[config.mk]
export PLATFORM = sky130hd
export DESIGN_NAME = blink_timer
export DESIGN_NICKNAME = d
export VERILOG_FILES = /design/src/rtl/blink_timer.sv
export SDC_FILE = /design/constraint.sdc
export NUM_CORES = 1
export LEC_CHECK = 0
export CELL_PAD_IN_SITES_DETAIL_PLACEMENT = 0
export CELL_PAD_IN_SITES_GLOBAL_PLACEMENT = 1
export CORE_UTILIZATION = 35
export DETAILED_ROUTE_END_ITERATION = 7
export GPL_ROUTABILITY_DRIVEN = 1
export GPL_TIMING_DRIVEN = 0
export HOLD_SLACK_MARGIN = 0.02
export MAX_ROUTING_LAYER = met4
export PLACE_DENSITY = 0.75
export SETUP_SLACK_MARGIN = 0.1
export SLEW_MARGIN = 20
export SYNTH_ARGS = -nofsm -noshare
export SYNTH_HDL_FRONTEND = slang
export SYNTH_SLANG_ARGS = --single-unit
export TNS_END_PERCENT = 5
[constraint.sdc]
create_clock -name CLK -period 2.18 [get_ports CLK]
set_clock_uncertainty 0.2 [all_clocks]
set_input_delay 0.654 -clock CLK [delete_from_list [all_inputs] [get_ports CLK]]
set_output_delay 0.654 -clock CLK [all_outputs]
set_load 0.005 [all_outputs]
[src/rtl/blink_timer.sv]
// Blink generator for the 7-segment "L" path: equal ON/OFF phases, counted or
// continuous bursts under START/STOP control, all outputs registered.
module blink_timer #(
   parameter int unsigned HALF_CYCLES = 25_000_000,
   parameter int unsigned CNT_W       = 25
) (
   input  logic       CLK,
   input  logic       RST,
   input  logic       START,
   input  logic       STOP,
   input  logic [3:0] COUNT,
   output logic       EN,
   output logic       BUSY,
   output logic       DONE
);

   typedef enum logic [1:0] {IDLE, ON, OFF} state_t;

   localparam logic [CNT_W-1:0] LAST = CNT_W'(HALF_CYCLES - 1);

   state_t           state_q;
   logic [CNT_W-1:0] cnt_q;
   logic [3:0]       rem_q;
   logic             cont_q;
   logic             en_q, busy_q, done_q;

   wire last_w = (cnt_q == LAST);

   // Outputs are assigned alongside the state they decode, so they always
   // reflect the state being entered on this edge.
   always_ff @(posedge CLK) begin
      if (RST) begin
         state_q <= IDLE;
         cnt_q   <= '0;
         rem_q   <= '0;
         cont_q  <= 1'b0;
         en_q    <= 1'b0;
         busy_q  <= 1'b0;
         done_q  <= 1'b0;
      end else begin
         done_q <= 1'b0;
         unique case (state_q)
            IDLE: begin
               if (START && !STOP) begin
                  state_q <= ON;
                  cnt_q   <= '0;
                  rem_q   <= COUNT;
                  cont_q  <= (COUNT == 4'd0);
                  en_q    <= 1'b1;
                  busy_q  <= 1'b1;
               end
            end
            ON: begin
               if (STOP) begin
                  state_q <= IDLE;
                  cnt_q   <= '0;
                  en_q    <= 1'b0;
                  busy_q  <= 1'b0;
               end else if (last_w) begin
                  state_q <= OFF;
                  cnt_q   <= '0;
                  en_q    <= 1'b0;
               end else begin
                  cnt_q <= cnt_q + 1'b1;
               end
            end
            OFF: begin
               if (STOP) begin
                  state_q <= IDLE;
                  cnt_q   <= '0;
                  en_q    <= 1'b0;
                  busy_q  <= 1'b0;
               end else if (last_w) begin
                  cnt_q <= '0;
                  if (cont_q || rem_q != 4'd1) begin
                     state_q <= ON;
                     en_q    <= 1'b1;
                     if (!cont_q) rem_q <= rem_q - 4'd1;
                  end else begin
                     state_q <= IDLE;
                     busy_q  <= 1'b0;
                     done_q  <= 1'b1;
                  end
               end else begin
                  cnt_q <= cnt_q + 1'b1;
               end
            end
            default: begin
               state_q <= IDLE;
               cnt_q   <= '0;
               en_q    <= 1'b0;
               busy_q  <= 1'b0;
            end
         endcase
      end
   end

   assign EN   = en_q;
   assign BUSY = busy_q;
   assign DONE = done_q;

endmodule

==> results of run 1 <==
==> final cells by class <==
type                            count  area [µm²]  area share, %
Inverter                           10        37.5           1.46
Sequential cell                    35         706           27.4
Multi-Input combinational cell    182        1310           51.0
Tap cell                           72        90.1           3.50
Clock buffer                        8         100           3.89
Buffer                              9         103           3.98
Timing Repair Buffer               23         226           8.79
==> stage by stage <==
stage,instance area [µm²],total power [µW],std cells,setup WS [ns]
finish,2580,1990,339,-0.0149
global route,2580,2110,339,-0.0990
CTS,2450,1890,332,-0.102
detailed placement,2260,1300,317,-0.947
global placement,2260,1300,317,-0.956
floorplan,2070,1140,235,-0.0806
==> registers in the layout (all words and copies together) (netlist names) <==
| register | flops |
|---|---|
| cnt_q | 25 |
| rem_q | 4 |
| state_q | 2 |
| BUSY | 1 |
| DONE | 1 |
| EN | 1 |
| cont_q | 1 |
==> per-layer routing <==
layer  wire [µm]  part of all wire [%]  track usage (%)  vias up
met5           0                     0                -        -
li1            -                     -                -      904
met3         108                   2.2             3.33        7
met1        2430                    50             21.2      824
met2        2300                    47             26.9       18
met4          64                   1.3             6.55        0
==> power groups by stage <==
stage | clock, µW | sequential (µW) | combinational, µW
2_1_floorplan | 0 | 733 | 406
3_3_place_gp | 0 | 741 | 557
3_5_place_dp | 0 | 740 | 560
4_1_cts | 542 | 731 | 617
5_1_grt | 571 | 739 | 802
6_report | 524 | 733 | 737
==> cell usage in the layout (no fill, tap or decap), drive strengths merged, types with 3 or more instances in the layout <==
cell type / count
o31ai: 3
and3: 4
dfxtp: 35
a21o: 4
nand3: 10
nor2b: 4
clkdlybuf4s50: 8
nor3: 5
xor2: 15
or4b: 3
o21ai: 6
or3: 3
nor2: 32
a31oi: 3
xnor2: 6
clkbuf: 13
nand4: 11
buf: 17
ha: 7
inv: 10
nand3b: 3
nand2: 19
a21oi: 7
a211o: 3
nor4: 5
==> what timing repair did <==
item	in CTS	in global routing
gates cloned	0	3
setup endpoints to repair	32	34
setup buffers	7	4
hold endpoints to repair	0	0
pin swaps	11	8
resized for setup	20	11
==> worst paths after layout <==
check | startpoint | end | slack [ns]
setup reg to reg | state_q[0] | rem_q[2] | -0.01
setup / recovery | state_q[0] | rem_q[2] | -0.01
hold / removal | cnt_q[1] | cnt_q[1] | 0.27
hold reg to reg | cnt_q[1] | cnt_q[1] | 0.27
==> cell families after synthesis <==
logic type               count (synthesis)  synth area share (%)
buffers and inverters                   19                  5.93
AO/OA/AOI/OAI                           39                  15.0
adder cells (fa/ha/maj)                  7                  4.23
AND/OR/NAND/NOR                        113                  31.6
multiplexers                             1                 0.484
flip-flops                              35                  33.9
XOR/XNOR                                21                  8.89
==> worst register-to-register path, stage by stage, from the launching register on <==
cell      delay (ns)
dfxtp_2         0.34
inv_2           0.07
ha_2            0.18
or2b_2          0.32
a2111o_1        0.34
nor4_4          0.25
buf_4           0.19
a211o_2         0.13
a21oi_1         0.05
==> out/qor.csv, run 1 <==
metric,value,unit
Int Power,1340,µW
Yosys cell types,58,
pin count of the biggest net entering global routing,11,
Die Y,78.9,µm
"Max FO, Critical Path",8,
"Net Count, Synth",250,
Hold Path Class,reg2reg,
Post-synth EDFFs,0,
unrepaired setup endpoints after global routing,true,
Net Sw Power,656,µW
critical-path cell list,inv_2 -> ha_2 -> or2b_2 -> a2111o_1 -> nor4_4 -> buf_4 -> a211o_2 -> a21oi_1,
hold depth,2,
vias in the first global route,1631,
drc violations,0,
routability congestion estimate,0.780,
Vias/cell,5.17,
Pre-Repair DR Iteration Count,4,
Worst Setup End Kind,register,
worst setup margin,-0.0149,ns
post-detail-place hpwl,3.37,mm
"Reg clk slew, reported paths",0.07,ns
H-tree depth,2,
Synth top cells by count,"35 x dfxtp_1, 32 x nor2_1, 19 x nand2_1",
GRT Residual Overflow,0,
VDD IR max,0.330,mV
CP peak stage delay,0.34,ns
CTS Root Cell,clkbuf_8,
gr usage total,16.9,%
Initial Utilization,36.9,%
"Top FF cell, synth",dfxtp_1,
CTS Buffer Depth,2,
IO Port Bufs,10,
Critical Path RT,2.14,ns
logic gate share of total power,37.0,%
TritonCTS sink count,35,
hold bufs inserted after CTS,0,
n_diodes,0,
WL final,4.90,mm
async set-reset flop share out of synthesis,0,%
final slew viol count,0,
P&R area growth vs syn,24.6,%
Worst-Margin Slew,0.545,ns
crit share post-route,101,%
violated checks,negative setup slack,
via count,1753,
post-synthesis sequential area ratio,33.9,%
Power Density,774,nW/µm²
Static Leak,0.000898,µW
layout cells sized above 1,23.2,%
fmax,0.456,GHz
Buf/Inv on CP,2,
crit-path leading delay family,simple AND/OR/NAND/NOR gates,
Final TNS setup,-0.0243,ns
minimum clock period,2.19,ns
CTS Buf Count,5,
final net count,281,
Post-Syn Instances,235,
Ys Warns,0,
initial antenna violation count,0,
reg2reg path depth,8,
fillers,594,
routed len/inst,14.4,µm
arrival time at the worst endpoint,2.15,ns
first-pass GRT wire length,7.92,mm
Fin. Hold Viols,0,
WP depth,8,
# rows,27,
start-to-end type of the worst setup path,reg2reg,
top-count cell post-synth,dfxtp_1,
Slew headroom,63.7,%
Synth area leader,dfxtp_1,
post-synthesis register bit count,35,
startpoint types,register,
Clk network pwr share,26.3,%
core area,5610,µm²
Sw Share,32.9,%
slowest CP cell,dfxtp_2,
Netlist Area Pre-Place,2070,µm²
Reg power frac,36.8,%
status,"finished, violations left",
initial DRC count,69,
final setup fails,2,
Antenna Nets Post-Route,0,
post-synth top area share,33.9,%
Fin Hold WS,0.265,ns
syn avg cell area,8.80,µm²
Area contributors post-synth,"dfxtp_1 34%, xor2_1 6.4%, nor2_1 5.8%",
clk_lat worst skew,0.29,ns
IO Pins,11,
post-layout util,45.9,%
Max Cap Viol,0,
CTS tree,yes,
die area,6220,µm²
die width,78.9,µm
No activity file was read; power rests on OpenSTA's default activity.
==> run 2, diff against run 1 <==
- CORE_UTILIZATION: 35 -> 41
- MAX_ROUTING_LAYER: met4 -> not set
- PLACE_DENSITY: 0.75 -> 0.84
==> run 2 against run 1 <==
Net effect:
- the flow still finishes with violations (negative setup slack)
- sequential power hardly changed
- sequential share of layout area is 1.1 points higher
- final area is 2.5% lower
- combinational power is 20% lower
- worst hold slack better by 0.011 ns
- setup slack better by 0.012 ns
- clock power is 32% higher
- utilization is 6.5 points higher
- sequential cell count stayed put
- maximum frequency is 0.53% higher
- total power is 0.97% higher
- critical endpoint is now EN
- highest routed layer unchanged
==> out/qor.csv, run 2 (synthesized netlist as in run 1, its figures left out) <==
metric,value,unit
crit share post-route,100,%
Vias/cell,5.36,
fillers,470,
drc violations,0,
layout cells sized above 1,21.1,%
Sw Share,30.2,%
Worst Setup End Kind,register,
Die Y,73.0,µm
"Reg clk slew, reported paths",0.07,ns
multi-input combinational cell area,1300,µm²
Fin Hold WS,0.276,ns
startpoint types,register,
worst setup margin,-0.00323,ns
Final TNS setup,-0.00323,ns
P&R area growth vs syn,21.4,%
H-tree depth,2,
"Max FO, Critical Path",6,
post-detail-place hpwl,3.20,mm
unrepaired setup endpoints after global routing,true,
fmax,0.458,GHz
Critical Path RT,2.18,ns
routability congestion estimate,0.817,
CTS Buf Count,5,
internal reg-to-reg setup slack,-0.003,ns
Max Cap Viol,0,
Antenna Nets Post-Route,0,
gr usage total,19.2,%
core area,4790,µm²
Worst-Margin Slew,0.536,ns
vias in the first global route,1653,
worst r2r src,cnt_q[6],
final slew viol count,0,
FF/Latch Area,714,µm²
reg-to-reg endpoint,EN,
max FFs per register,25,
via count,1759,
Reg power frac,36.3,%
start-to-end type of the worst setup path,reg2reg,
routed len/inst,14.2,µm
logic gate share of total power,29.4,%
n_diodes,0,
Power Density,802,nW/µm²
top flop regs,"cnt_q: 25 flops, rem_q: 4 flops, state_q: 2 flops",
status,"finished, violations left",
arrival time at the worst endpoint,2.19,ns
TritonCTS sink count,35,
reg2reg path depth,5,
IO Port Bufs,10,
IO Pins,11,
die width,73.0,µm
Net Sw Power,609,µW
VDD IR max,0.535,mV
WL final,4.65,mm
CTS tree,yes,
Int Power,1410,µW
CP Launch Point,cnt_q[6],
# rows,25,
CTS Root Cell,clkbuf_8,
Slew headroom,64.2,%
final net count,275,
initial antenna violation count,0,
clk_lat worst skew,0.28,ns
"commonest cells after routing, fill and taps aside","31 x nor2_1, 30 x dfxtp_1, 19 x nand2_1, 15 x xor2_1, 11 x nand4_1",
initial DRC count,87,
CP endpoint,EN,
die area,5330,µm²
Pre-Repair DR Iteration Count,4,
first-pass GRT wire length,7.90,mm
pin count of the biggest net entering global routing,12,
violated checks,negative setup slack,
GRT Residual Overflow,0,
Fin. Hold Viols,0,
Hold Path Class,reg2reg,
Clk network pwr share,34.3,%
"Most flops, register",cnt_q,
minimum clock period,2.18,ns
Initial Utilization,43.2,%
final setup fails,1,
CTS Buffer Depth,2,
"most common cell after layout, fill and taps aside",nor2_1,
Static Leak,0.000869,µW
-- run 2: cell types whose count changed in the layout (fill, tap and decap cells not counted), sizes merged --
cell and delta:
bufinv +2, buf -3, a21o -1, clkbuf -4
-- run 2: cell type report --
class                      count  area share [%]
tap                           67            3.34
clock buffer                   6            2.89
timing repair buffer          18            6.28
inverter                      10            1.49
clock inverter                 2            2.39
multi-input combinational    181            51.7
buffer                         9            3.49
sequential                    35            28.5
-- run 2: worst min-delay path by stage --
stage	start	end	slack [ns]	depth (start not counted)
final	cnt_q[1]	cnt_q[1]	0.28	2
after global routing	cnt_q[1]	cnt_q[1]	0.31	2
after CTS	cnt_q[1]	cnt_q[1]	0.28	2
after detailed placement	cnt_q[1]	cnt_q[1]	0.27	2
after global placement	cnt_q[1]	cnt_q[1]	0.26	2
after floorplan	cont_q	cont_q	0.24	2
-- run 2: repair_timing --
action | 4_1_cts | 5_1_grt
gates cloned | 0 | 0
pin swaps | 15 | 7
resized for setup | 19 | 10
setup endpoints to repair | 32 | 32
setup buffers | 7 | 1
hold buffers | 0 | 0
-- run 2: per-layer routing --
layer | vias up | GRT usage, % | routed length (µm) | share of wire (%)
li1 | 891 | - | - | -
met1 | 837 | 24.4 | 2260 | 49
met2 | 29 | 32.6 | 2200 | 47
met3 | 2 | 3.73 | 162 | 3.5
met4 | 0 | 5.88 | 26 | 0.56
met5 | - | 0 | 0 | 0
-- run 2: stage by stage --
step	worst slack, ns	cell area, µm²	power [µW]	utilization (%)	instances
after floorplan	-0.0806	2070	1140	-	235
after global placement	-0.968	2250	1290	47.1	312
after detailed placement	-0.973	2250	1290	47.1	312
after CTS	-0.0865	2460	2000	51.5	327
after global routing	-0.0773	2510	2140	52.5	328
final	-0.00323	2510	2010	52.5	328
-- run 2: power by group through the flow --
stage	Combinational (µW)	Sequential, µW	Clock [µW]
5_1_grt	669	738	734
3_3_place_gp	547	739	0
6_report	591	732	690
2_1_floorplan	406	733	0
3_5_place_dp	550	740	0
4_1_cts	563	730	712
-- run 2: critical path, cell delays in order, from the launching register on --
cell and delay (ns):
dfxtp_4 0.34, buf_4 0.16, or4b_2 0.69, nor4_2 0.30
a31oi_1 0.15, a221oi_2 0.27
==> run 3, diff against run 2 <==
- TNS_END_PERCENT: 5 -> 1
==> results of run 3 <==
Same layout as run 2: the final DEF is identical, and so are final timing and power.
